## config.mk

```make
export PLATFORM = sky130hd
export DESIGN_NAME = divergent_scheduler
export DESIGN_NICKNAME = d
export VERILOG_FILES = /design/src/rtl/divergent_scheduler.sv
export SDC_FILE = /design/constraint.sdc
export NUM_CORES = 1
export LEC_CHECK = 0
export ABC_AREA = 1
export BUFFER_PORTS_ARGS = -buffer_cell sky130_fd_sc_hd__buf_4
export CORE_MARGIN = 2
export CORE_UTILIZATION = 57
export DETAILED_ROUTE_END_ITERATION = 7
export HOLD_SLACK_MARGIN = 0.06
export PLACE_DENSITY = 0.81
export SKIP_LAST_GASP = 1
export SLEW_MARGIN = 20
export SYNTH_ARGS = -nofsm -noshare
export SYNTH_HDL_FRONTEND = slang
export SYNTH_SLANG_ARGS = --single-unit
```

## constraint.sdc

```tcl
create_clock -name clk -period 10 [get_ports clk]
set_input_delay 1.5 -clock clk [delete_from_list [all_inputs] [get_ports clk]]
set_output_delay 1.5 -clock clk [all_outputs]
set_load 0.02 [all_outputs]
```

## src/rtl/divergent_scheduler.sv

```systemverilog
// divergent_scheduler: per-core control FSM with per-thread PCs, a live/active
// lane mask and min-PC reconvergence for divergent branches.

// One thread lane: owns its PC and live bit, exposes the post-update values
// combinationally so the core can pick the next fetch PC on the same edge.
module divergent_scheduler_lane #(
    parameter int PC_BITS = 8
) (
    input  logic               clk,
    input  logic               reset,
    input  logic               launch,
    input  logic               lane_en,
    input  logic               update,
    input  logic               active,
    input  logic               ret,
    input  logic [PC_BITS-1:0] next_pc,
    output logic               live_nxt,
    output logic [PC_BITS-1:0] pc_nxt
);
    logic               live_q;
    logic [PC_BITS-1:0] pc_q;

    // Next live/PC: launch reloads, UPDATE retires or advances active lanes only.
    always_comb begin
        live_nxt = live_q;
        pc_nxt   = pc_q;
        if (launch) begin
            live_nxt = lane_en;
            pc_nxt   = '0;
        end else if (update && active) begin
            if (ret) live_nxt = 1'b0;
            else     pc_nxt   = next_pc;
        end
    end

    // Lane state register.
    always_ff @(posedge clk) begin
        if (reset) begin
            live_q <= 1'b0;
            pc_q   <= '0;
        end else begin
            live_q <= live_nxt;
            pc_q   <= pc_nxt;
        end
    end
endmodule

module divergent_scheduler #(
    parameter int THREADS_PER_BLOCK = 4,
    parameter int PC_BITS           = 8
) (
    input  logic                                     clk,
    input  logic                                     reset,
    input  logic                                     start,
    input  logic [$clog2(THREADS_PER_BLOCK):0]       thread_count,
    input  logic                                     decoded_mem_read_enable,
    input  logic                                     decoded_mem_write_enable,
    input  logic                                     decoded_ret,
    input  logic [2:0]                               fetcher_state,
    input  logic [THREADS_PER_BLOCK-1:0][1:0]        lsu_state,
    input  logic [THREADS_PER_BLOCK-1:0][PC_BITS-1:0] next_pc,
    output logic [PC_BITS-1:0]                       current_pc,
    output logic [THREADS_PER_BLOCK-1:0]             active_mask,
    output logic [2:0]                               core_state,
    output logic                                     diverged,
    output logic                                     done
);
    localparam int T = THREADS_PER_BLOCK;

    typedef enum logic [2:0] {
        IDLE    = 3'b000,
        FETCH   = 3'b001,
        DECODE  = 3'b010,
        REQUEST = 3'b011,
        WAIT    = 3'b100,
        EXECUTE = 3'b101,
        UPDATE  = 3'b110,
        DONE    = 3'b111
    } state_t;

    state_t                       state_q, state_d;
    logic [PC_BITS-1:0]           pc_d;
    logic [T-1:0]                 mask_d;
    logic                         div_d, done_d;

    logic                         launch, update;
    logic [T-1:0]                 lane_en, lsu_busy, live_nxt, match;
    logic [T-1:0][PC_BITS-1:0]    pc_nxt;
    logic [PC_BITS-1:0]           min_pc;

    assign launch     = (state_q == IDLE) && start;
    assign update     = (state_q == UPDATE);
    assign core_state = state_q;

    // Per-lane enable, LSU busy qualification and lane instances. Counts above
    // T naturally enable every lane.
    for (genvar i = 0; i < T; i++) begin : g_lane
        assign lane_en[i]  = (int'(thread_count) > i);
        assign lsu_busy[i] = active_mask[i] &&
                             (lsu_state[i] == 2'b01 || lsu_state[i] == 2'b10);
        divergent_scheduler_lane #(.PC_BITS(PC_BITS)) u_lane (
            .clk      (clk),
            .reset    (reset),
            .launch   (launch),
            .lane_en  (lane_en[i]),
            .update   (update),
            .active   (active_mask[i]),
            .ret      (decoded_ret),
            .next_pc  (next_pc[i]),
            .live_nxt (live_nxt[i]),
            .pc_nxt   (pc_nxt[i])
        );
    end

    // Reconvergence: smallest post-update PC among live lanes; every live lane
    // sitting at that PC runs next, which merges lanes that meet again.
    always_comb begin
        min_pc = '1;
        for (int i = 0; i < T; i++)
            if (live_nxt[i] && pc_nxt[i] < min_pc) min_pc = pc_nxt[i];
        for (int i = 0; i < T; i++)
            match[i] = live_nxt[i] && (pc_nxt[i] == min_pc);
    end

    // Next-state and registered-output logic.
    always_comb begin
        state_d = state_q;
        pc_d    = current_pc;
        mask_d  = active_mask;
        div_d   = diverged;
        done_d  = done;
        case (state_q)
            IDLE: if (start) begin
                pc_d   = '0;
                mask_d = live_nxt;
                div_d  = 1'b0;
                if (thread_count == '0) begin
                    state_d = DONE;
                    done_d  = 1'b1;
                end else begin
                    state_d = FETCH;
                end
            end
            FETCH:   if (fetcher_state == 3'b010) state_d = DECODE;
            DECODE:  state_d = REQUEST;
            REQUEST: state_d = (decoded_mem_read_enable || decoded_mem_write_enable) ? WAIT : EXECUTE;
            WAIT:    if (lsu_busy == '0) state_d = EXECUTE;
            EXECUTE: state_d = UPDATE;
            UPDATE: begin
                if (live_nxt == '0) begin
                    state_d = DONE;
                    done_d  = 1'b1;
                    mask_d  = '0;
                    div_d   = 1'b0;
                end else begin
                    state_d = FETCH;
                    pc_d    = min_pc;
                    mask_d  = match;
                    div_d   = |(live_nxt ^ match);
                end
            end
            DONE:    state_d = DONE;
            default: state_d = IDLE;
        endcase
    end

    // Core state and output registers.
    always_ff @(posedge clk) begin
        if (reset) begin
            state_q     <= IDLE;
            current_pc  <= '0;
            active_mask <= '0;
            diverged    <= 1'b0;
            done        <= 1'b0;
        end else begin
            state_q     <= state_d;
            current_pc  <= pc_d;
            active_mask <= mask_d;
            diverged    <= div_d;
            done        <= done_d;
        end
    end
endmodule

```

# After elaboration in Yosys (flattened, before gate mapping)
# Index checks and enable logic that the tools add are counted.
[classes] add_sub_neg=0 mul=0 div=0 n_lt_le_gt_ge=8 n_eq_ne=26 shift=0 n_mux=48 bitwise_logic=1 n_reduce_logical=32
[op_table] cell="$mux W8" n=18
[op_table] cell="$eq A8 B8 Y1" n=4
[op_table] cell="$lt A8 B8 Y1" n=3
[op_table] cell="$pmux W3 S8" n=1
[op_table] cell="$mux W1" n=18
[op_table] cell="$logic_and A1 B1 Y1" n=17
[op_table] cell="$pmux W8 S2" n=1
[op_table] cell="$mux W3" n=5
[op_table] cell="$eq A3 B3 Y1 const B" n=4
[op_table] cell="$ne A2 B2 Y1 const B" n=5
[op_table] cell="$eq A3 B2 Y1 const B" n=3
[op_table] cell="$eq A2 B1 Y1 const B" n=4
[op_table] cell="$eq A2 B2 Y1 const B" n=4
[op_table] cell="$logic_not A4 Y1" n=2
[op_table] cell="$lt A8 B8 Y1 const B" n=1
[op_table] cell="$mux W4" n=2
[op_table] cell="$pmux W4 S2" n=1
[op_table] cell="$gt A3 B1 Y1 const B" n=2
[op_table] cell="$gt A3 B2 Y1 const B" n=2
[op_table] cell="$logic_not A3 Y1" n=2
[op_table] cell="$reduce_and A3 Y1" n=2
[op_table] cell="$logic_or A1 B1 Y1" n=5
[op_table] cell="$pmux W1 S2" n=2
[op_table] cell="$reduce_and A4 Y1" n=1
[op_table] cell="other kinds (6)" n=6
[word_totals] regBits=53 latch_bits=0 ramBits=0 mem_bits_ro=0 inputBits=52 memories=0

# Logic depth before layout (Yosys ltp)
[depth] word_depth=22 depth_mapped=53 depth_no_buf=49

# Modules after synthesis
# Synthesis repeated with hierarchy kept, for this count alone.
[unflattened] cells_unflattened=747 hier_area_um2=4489.3
[by_module_without_submodules] module="divergent_scheduler" n_inst=1 cells_each=443 area_per_inst_um2=2397.3 seq_area_each_um2=340.3
[by_module_without_submodules] module="divergent_scheduler_lane" n_inst=4 cells_each=76 area_per_inst_um2=523.0 seq_area_each_um2=180.2

# Worst setup path after synthesis
# OpenSTA, ideal clock, no wires.
[synth_timing] kind="input port to flip-flop" from="input port decoded_ret" to="register diverged" setup_time_ns=0.132 t_arrival_ns=7.822 required_ns=9.868 setup_slack_ns=2.045 cell_stages=47 path_buffers=5 path_cell_list="buf_2 > buf_4 > nand2_1 > o21ai_0 > nand2_1 > nand2_1 > nor2_1 > nand2_1 > nor2_1 > nand2_1 > nand2_1 > inv_1 > nand2_1 > inv_1 > ha_1 > nand2_1 > nor2_1 > a2111oi_2 > (+11 left out) > o21ai_0 > inv_1 > ha_1 > a21oi_1 > o21ai_0 > a211oi_1 > clkbuf_1 > nand3_1 > nand3_1 > nand2_1 > inv_1 > nand2_1 > nor2_1 > nand2_1 > nand2_1 > nand2_1 > o21ai_1 > a21oi_1"
[synth_between] elab_chain_len=21 elab_cells_between_ends=49
[synth_rtl] item="start: declaration" line="58" source="input logic decoded_ret,"
[synth_rtl] item="$mux W8" line="31" source="if (ret) live_nxt = 1'b0;"
[synth_rtl] item="$mux W8" line="30" source="end else if (update && active) begin"
[synth_rtl] item="$mux W8" line="27" source="if (launch) begin"
[synth_rtl] item="$lt A8 B8 Y1" line="120" source="if (live_nxt[i] && pc_nxt[i] < min_pc) min_pc = pc_nxt[i];"
[synth_rtl] item="$logic_and A1 B1 Y1" line="120"
[synth_rtl] item="$mux W8" line="120"
[synth_rtl] item="$lt A8 B8 Y1" line="120"
[synth_rtl] item="$logic_and A1 B1 Y1" line="120"
[synth_rtl] item="(+5 left out)"
[synth_rtl] item="$logic_and A1 B1 Y1" line="120"
[synth_rtl] item="$mux W8" line="120"
[synth_rtl] item="$eq A8 B8 Y1" line="122" source="match[i] = live_nxt[i] && (pc_nxt[i] == min_pc);"
[synth_rtl] item="$logic_and A1 B1 Y1" line="122"
[synth_rtl] item="$xor A4 B4 Y4" line="159" source="div_d = |(live_nxt ^ match);"
[synth_rtl] item="$reduce_or A4 Y1" line="159"
[synth_rtl] item="$mux W1 *" line="150" source="if (live_nxt == '0) begin"
[synth_rtl] item="$pmux W1 S2 *" line="132" source="case (state_q)"
[synth_rtl] item="end signal: assignment" line="179" source="diverged <= div_d;"
[synth_rtl] item="end: declaration" line="65" source="output logic diverged,"
# Every way passes the cells marked *; elsewhere a longest branch is shown, timed or not.
# A chain may end at the register's enable or synchronous reset.

# Worst setup path in the final report
[layout_timing] from="input port start" to="register diverged"
[layout_between] elab_chain_len=20 elab_cells_between_ends=36
[layout_rtl] item="start: declaration" line="54" source="input logic start,"
[layout_rtl] item="$logic_and A1 B1 Y1" line="91" source="assign launch = (state_q == IDLE) && start;"
[layout_rtl] item="$mux W8" line="27"
[layout_rtl] item="$lt A8 B8 Y1" line="120"
[layout_rtl] item="$logic_and A1 B1 Y1" line="120"
[layout_rtl] item="$mux W8" line="120"
[layout_rtl] item="$lt A8 B8 Y1" line="120"
[layout_rtl] item="$logic_and A1 B1 Y1" line="120"
[layout_rtl] item="$mux W8" line="120"
[layout_rtl] item="(+4 left out)"
[layout_rtl] item="$logic_and A1 B1 Y1" line="120"
[layout_rtl] item="$mux W8" line="120"
[layout_rtl] item="$eq A8 B8 Y1" line="122"
[layout_rtl] item="$logic_and A1 B1 Y1" line="122"
[layout_rtl] item="$xor A4 B4 Y4" line="159"
[layout_rtl] item="$reduce_or A4 Y1" line="159"
[layout_rtl] item="$mux W1" line="150"
[layout_rtl] item="$pmux W1 S2" line="132"
# Several ways; a longest one is shown, not always the timed one.

==> results.txt <==
* Hold Crit Class: flip-flop to flip-flop
- The max-slew violation total from the final report was 0.
* Rel. slew slack: a little under half
- Crit-path leading delay family: simple AND/OR/NAND/NOR gates
- In this design, the stage delay of the slowest critical-path cell is about 600 ps.
- After synthesis the cells add up to approximately 0.0040 mm².
- In this run the clock root is driven by a sky130_fd_sc_hd__clkbuf_8.
- In this run, CTS created clock tree buffers numbering 5.
- Post-route minimum period: between 8000 and 9000 ps
- Dividing the detail-routed via count by the number of cells gives 5.61.
- In this run, post-CTS repair resized a total of 0 instances.
* Worst-path fanout max: 27
* Fill cell total of the finished layout: around 650
- Dividing the final minimum period by the clock period gives 86.4%.
- Part of the Yosys area used for sequential elements: 26.3%
- The critical path contains buffers and inverters numbering 7 combined.
- Met1 track demand over resource: a little over two fifths
* Compound-cell area share of the yosys netlist: a little under an eighth
* Per-instance average area after synthesis: 5.89 µm²
- Transition time of the tightest slew-check pin: 794 ps
- CTS built an H-tree with a depth of 2.
* Met3 track demand over resource: between 5 and 6%
- Among the stages of the critical path, the cell type that occurs most often is sky130_fd_sc_hd__nand2_1.
* Arrival @ worst endpoint: a little under 9000 ps
- Summing the areas of all and, or, nand and nor instances in the mapped netlist gives approximately 45% of the synthesized area.
* Final clock skew: 10.1 ps
- After synthesis the netlist holds a flip-flop and latch count of 53.
- Data on the critical path is required at its endpoint by around 10000 ps.
- Buffers placed on the I/O ports in this run total 68.
* Number of antenna violations at the first check in global routing: 0
- Clock edge transition at the registers on the reported setup and hold paths: about 110 ps
- For this configuration, the core starts out at a cell density of 59.0%.
- Count of TritonRoute iterations in the first routing pass: 5
* Pwr dens: roughly 220 mW/mm²
- Core box area: 0.00683 mm²
* Buffers inserted by post-CTS timing repair: 0
- Largest vdd supply drop: 0.108 mV
- Setup crit end kind: flip-flop
- Clock latency of the later-clocked register in the worst-skew pair: roughly 320 ps
- Largest net degree at the start of global routing: 51
* Sum of overflow across all layers after global routing: 0
* Floorplan row count: 30
* Start point of the worst hold path: current_pc[7]$_SDFFE_PP0P_
- Of the total synthesized cell area, the portion taken by XOR and XNOR cells is less than 1%.
- Setup-violating endpoint count in the final report: 0
- Global-route wire length before repair: about 21 mm
* Pleak: ~2.3 nW
- For this run, the top clock speed supported by timing is 116 MHz.
* Setup slack on the worst flop-to-flop path: 1930 ps
* Fraction of final layout cells with drive strength greater than 1: around 15%
- The tool flagged a number of max-cap violations equal to 0.
- The slowest stage of the critical path is the sky130_fd_sc_hd__a2111oi_0 cell.
- Die Outline Area: approximately 0.0078 mm²
- The via count of the first global-routing pass was about 4400.
- Of the total synthesized cell area, the portion taken by full adders, half adders and majority gates is 5.90%.
* Total power: 1.03 mW
* Setup crit start kind: primary input
* Most heavily used metal layer in global routing: met2
- Post-route insts no fill: roughly 840
- WL final: 13.3 mm
* Total negative slack for setup checks: 0 ps
- The Yosys step of the flow raised 0 warnings.
* Number of hold-slack violations in the final timing report: 0
- Vias post-DR: between 4000 and 5000
* Cell count after synthesis: around 680
- The repair_antennas step left the layout with diodes totalling 0.
- Library cells used by synthesis: slightly above 40
* Unrepaired setup endpoints after global routing: false
- The detail route stage leaves a number of antenna-violating nets equal to 0.
* WL per Instance: approximately 16 µm
- Synth-to-Final Area Change: 15.5%
- HPWL reported at the end of detailed placement: about 11 mm
* CTS Hold Bufs: 0
- Combinational family with the most area after synthesis: simple AND/OR/NAND/NOR gates
* # IOs: 69
- Gpl congestion: 1.02
* Number of enable-type register cells in the synthesized netlist: 0
* Met2 track demand over resource in global routing: between 50% and 60%
- Of the post-synthesis cell area, the part taken by muxes is 0%.
- Global routing consumed, over all layers together, around a third of the routing resources.
- Async set or reset register ratio after synthesis: 0%
- Number of nets in the layout: around 800
- TritonCTS built the clock tree.
- Die outline width: between 80 and 90 µm
- # DRC: 0
- Start point of the critical path: start
- The most used flip-flop cell after synthesis is sky130_fd_sc_hd__dfxtp_1.
- Iteration-0 DRC count of the detailed router: just under 400
- Post-synthesis net count: 755
- The critical path is of the primary input to flip-flop type.
- Clock tree sinks: 53
- The clock passes through at most 2 buffers.
* Die Y: just under 90 µm
* Outcome: finished, final reports clean
- Worst reg2reg path startpoint: core_state[1]$_SDFFE_PP0P_
- Number of cells in the design after placement: ~830
synthesized netlist by cell type (2+ instances only):
cell / instances / area [µm²]
sky130_fd_sc_hd__nand3_1: 50 / 250
sky130_fd_sc_hd__inv_2: 6 / 22.5
sky130_fd_sc_hd__o211ai_1: 4 / 30.0
sky130_fd_sc_hd__o21ai_1: 7 / 35.0
sky130_fd_sc_hd__a211oi_1: 2 / 15.0
sky130_fd_sc_hd__a31oi_1: 2 / 12.5
sky130_fd_sc_hd__nand2_4: 4 / 45.0
sky130_fd_sc_hd__nand2_2: 6 / 37.5
sky130_fd_sc_hd__dfxtp_1: 53 / 1060
sky130_fd_sc_hd__buf_4: 6 / 45.0
sky130_fd_sc_hd__nand2_1: 195 / 732
sky130_fd_sc_hd__nor4_1: 5 / 31.3
sky130_fd_sc_hd__inv_1: 81 / 304
sky130_fd_sc_hd__o21a_1: 5 / 37.5
sky130_fd_sc_hd__nor2_1: 127 / 477
sky130_fd_sc_hd__nor3_1: 22 / 110
sky130_fd_sc_hd__o22ai_1: 6 / 37.5
sky130_fd_sc_hd__ha_1: 19 / 238
sky130_fd_sc_hd__buf_6: 2 / 22.5
sky130_fd_sc_hd__a21oi_1: 19 / 95.1
sky130_fd_sc_hd__buf_2: 3 / 15.0
sky130_fd_sc_hd__nor2_2: 4 / 25.0
sky130_fd_sc_hd__nand3_2: 3 / 30.0
sky130_fd_sc_hd__o21ai_0: 22 / 110
sky130_fd_sc_hd__or2_2: 4 / 25.0
sky130_fd_sc_hd__a221oi_1: 3 / 26.3
sky130_fd_sc_hd__clkbuf_1: 10 / 37.5
state kept, by name, indices dropped and copies added (netlist names):
signal                cells
active_mask               4
done                      1
current_pc                8
core_state                3
diverged                  1
g_lane.u_lane.live_q      4
g_lane.u_lane.pc_q       32
area by class of cell:
cell class	count	area [µm²]	share of cell area (%)
clock inverter	3	28.8	0.618
multi-input combinational	521	2510	54.0
inverter	88	333	7.14
clock buffer	5	68.8	1.48
timing repair buffer	71	533	11.4
tap	96	120	2.58
sequential	53	1060	22.8
worst paths after layout:
kind,end,cells past startpoint
hold reg to reg,current_pc[7]$_SDFFE_PP0P_,2
hold / removal,current_pc[7]$_SDFFE_PP0P_,2
setup reg to reg,diverged$_SDFFE_PP0P_,44
setup / recovery,diverged$_SDFFE_PP0P_,42
worst reg2reg max path: cells and delay by family, from the launching register on:
family,cells,cell delay [ps]
AOI/OAI and AO/OA,9,2330
adders and majority gates,3,940
buffers and inverters,7,830
DFF,1,530
and+or+nand+nor,25,3330
kinds of logic after synthesis:
group / after synthesis
adders and majority gates: 19
xor gates and xnor gates: 1
buffers and inverters: 110
DFF: 53
and+or+nand+nor: 425
AOI/OAI and AO/OA: 76
report_power, final:
group / internal [mW] / leakage [nW] / switching (mW)
clock network: 0.0526 / 0.0506 / 0.0819
registers: 0.226 / 0.429 / 0.0175
logic: 0.211 / 1.85 / 0.446
metal layers:
layer	share of wire, %	up-vias
li1	-	2281
met1	41	2086
met2	45	255
met3	7.6	70
met4	6.5	0
met5	0	-
placed cells by master (no fill, tap or decap), types with 6 or more instances in the layout:
cell type | Yosys | final
sky130_fd_sc_hd__dfxtp_1 | 53 | 53
sky130_fd_sc_hd__o22ai_1 | 6 | 6
sky130_fd_sc_hd__a21oi_1 | 19 | 19
sky130_fd_sc_hd__nor2_1 | 127 | 127
sky130_fd_sc_hd__o21ai_0 | 22 | 22
sky130_fd_sc_hd__inv_1 | 81 | 81
sky130_fd_sc_hd__nand2_1 | 195 | 195
sky130_fd_sc_hd__nor3_1 | 22 | 22
sky130_fd_sc_hd__buf_4 | 6 | 71
sky130_fd_sc_hd__ha_1 | 19 | 19
sky130_fd_sc_hd__nand3_1 | 50 | 50
sky130_fd_sc_hd__inv_2 | 6 | 6
sky130_fd_sc_hd__nand2_2 | 6 | 6
sky130_fd_sc_hd__o21ai_1 | 7 | 7
stage by stage:
step / cell area (µm²) / setup WS [ps] / util [%] / hold WS (ps)
finish: 4660 / 1360 / 68.2 / 474
global route: 4660 / 656 / 68.2 / 497
CTS: 4660 / 1580 / 68.2 / 479
detailed placement: 4560 / 1250 / 66.8 / 462
global placement: 4560 / 1410 / 66.8 / 456
floorplan: 4030 / 2050 / - / 541
(Power assumes the default switching activity.)
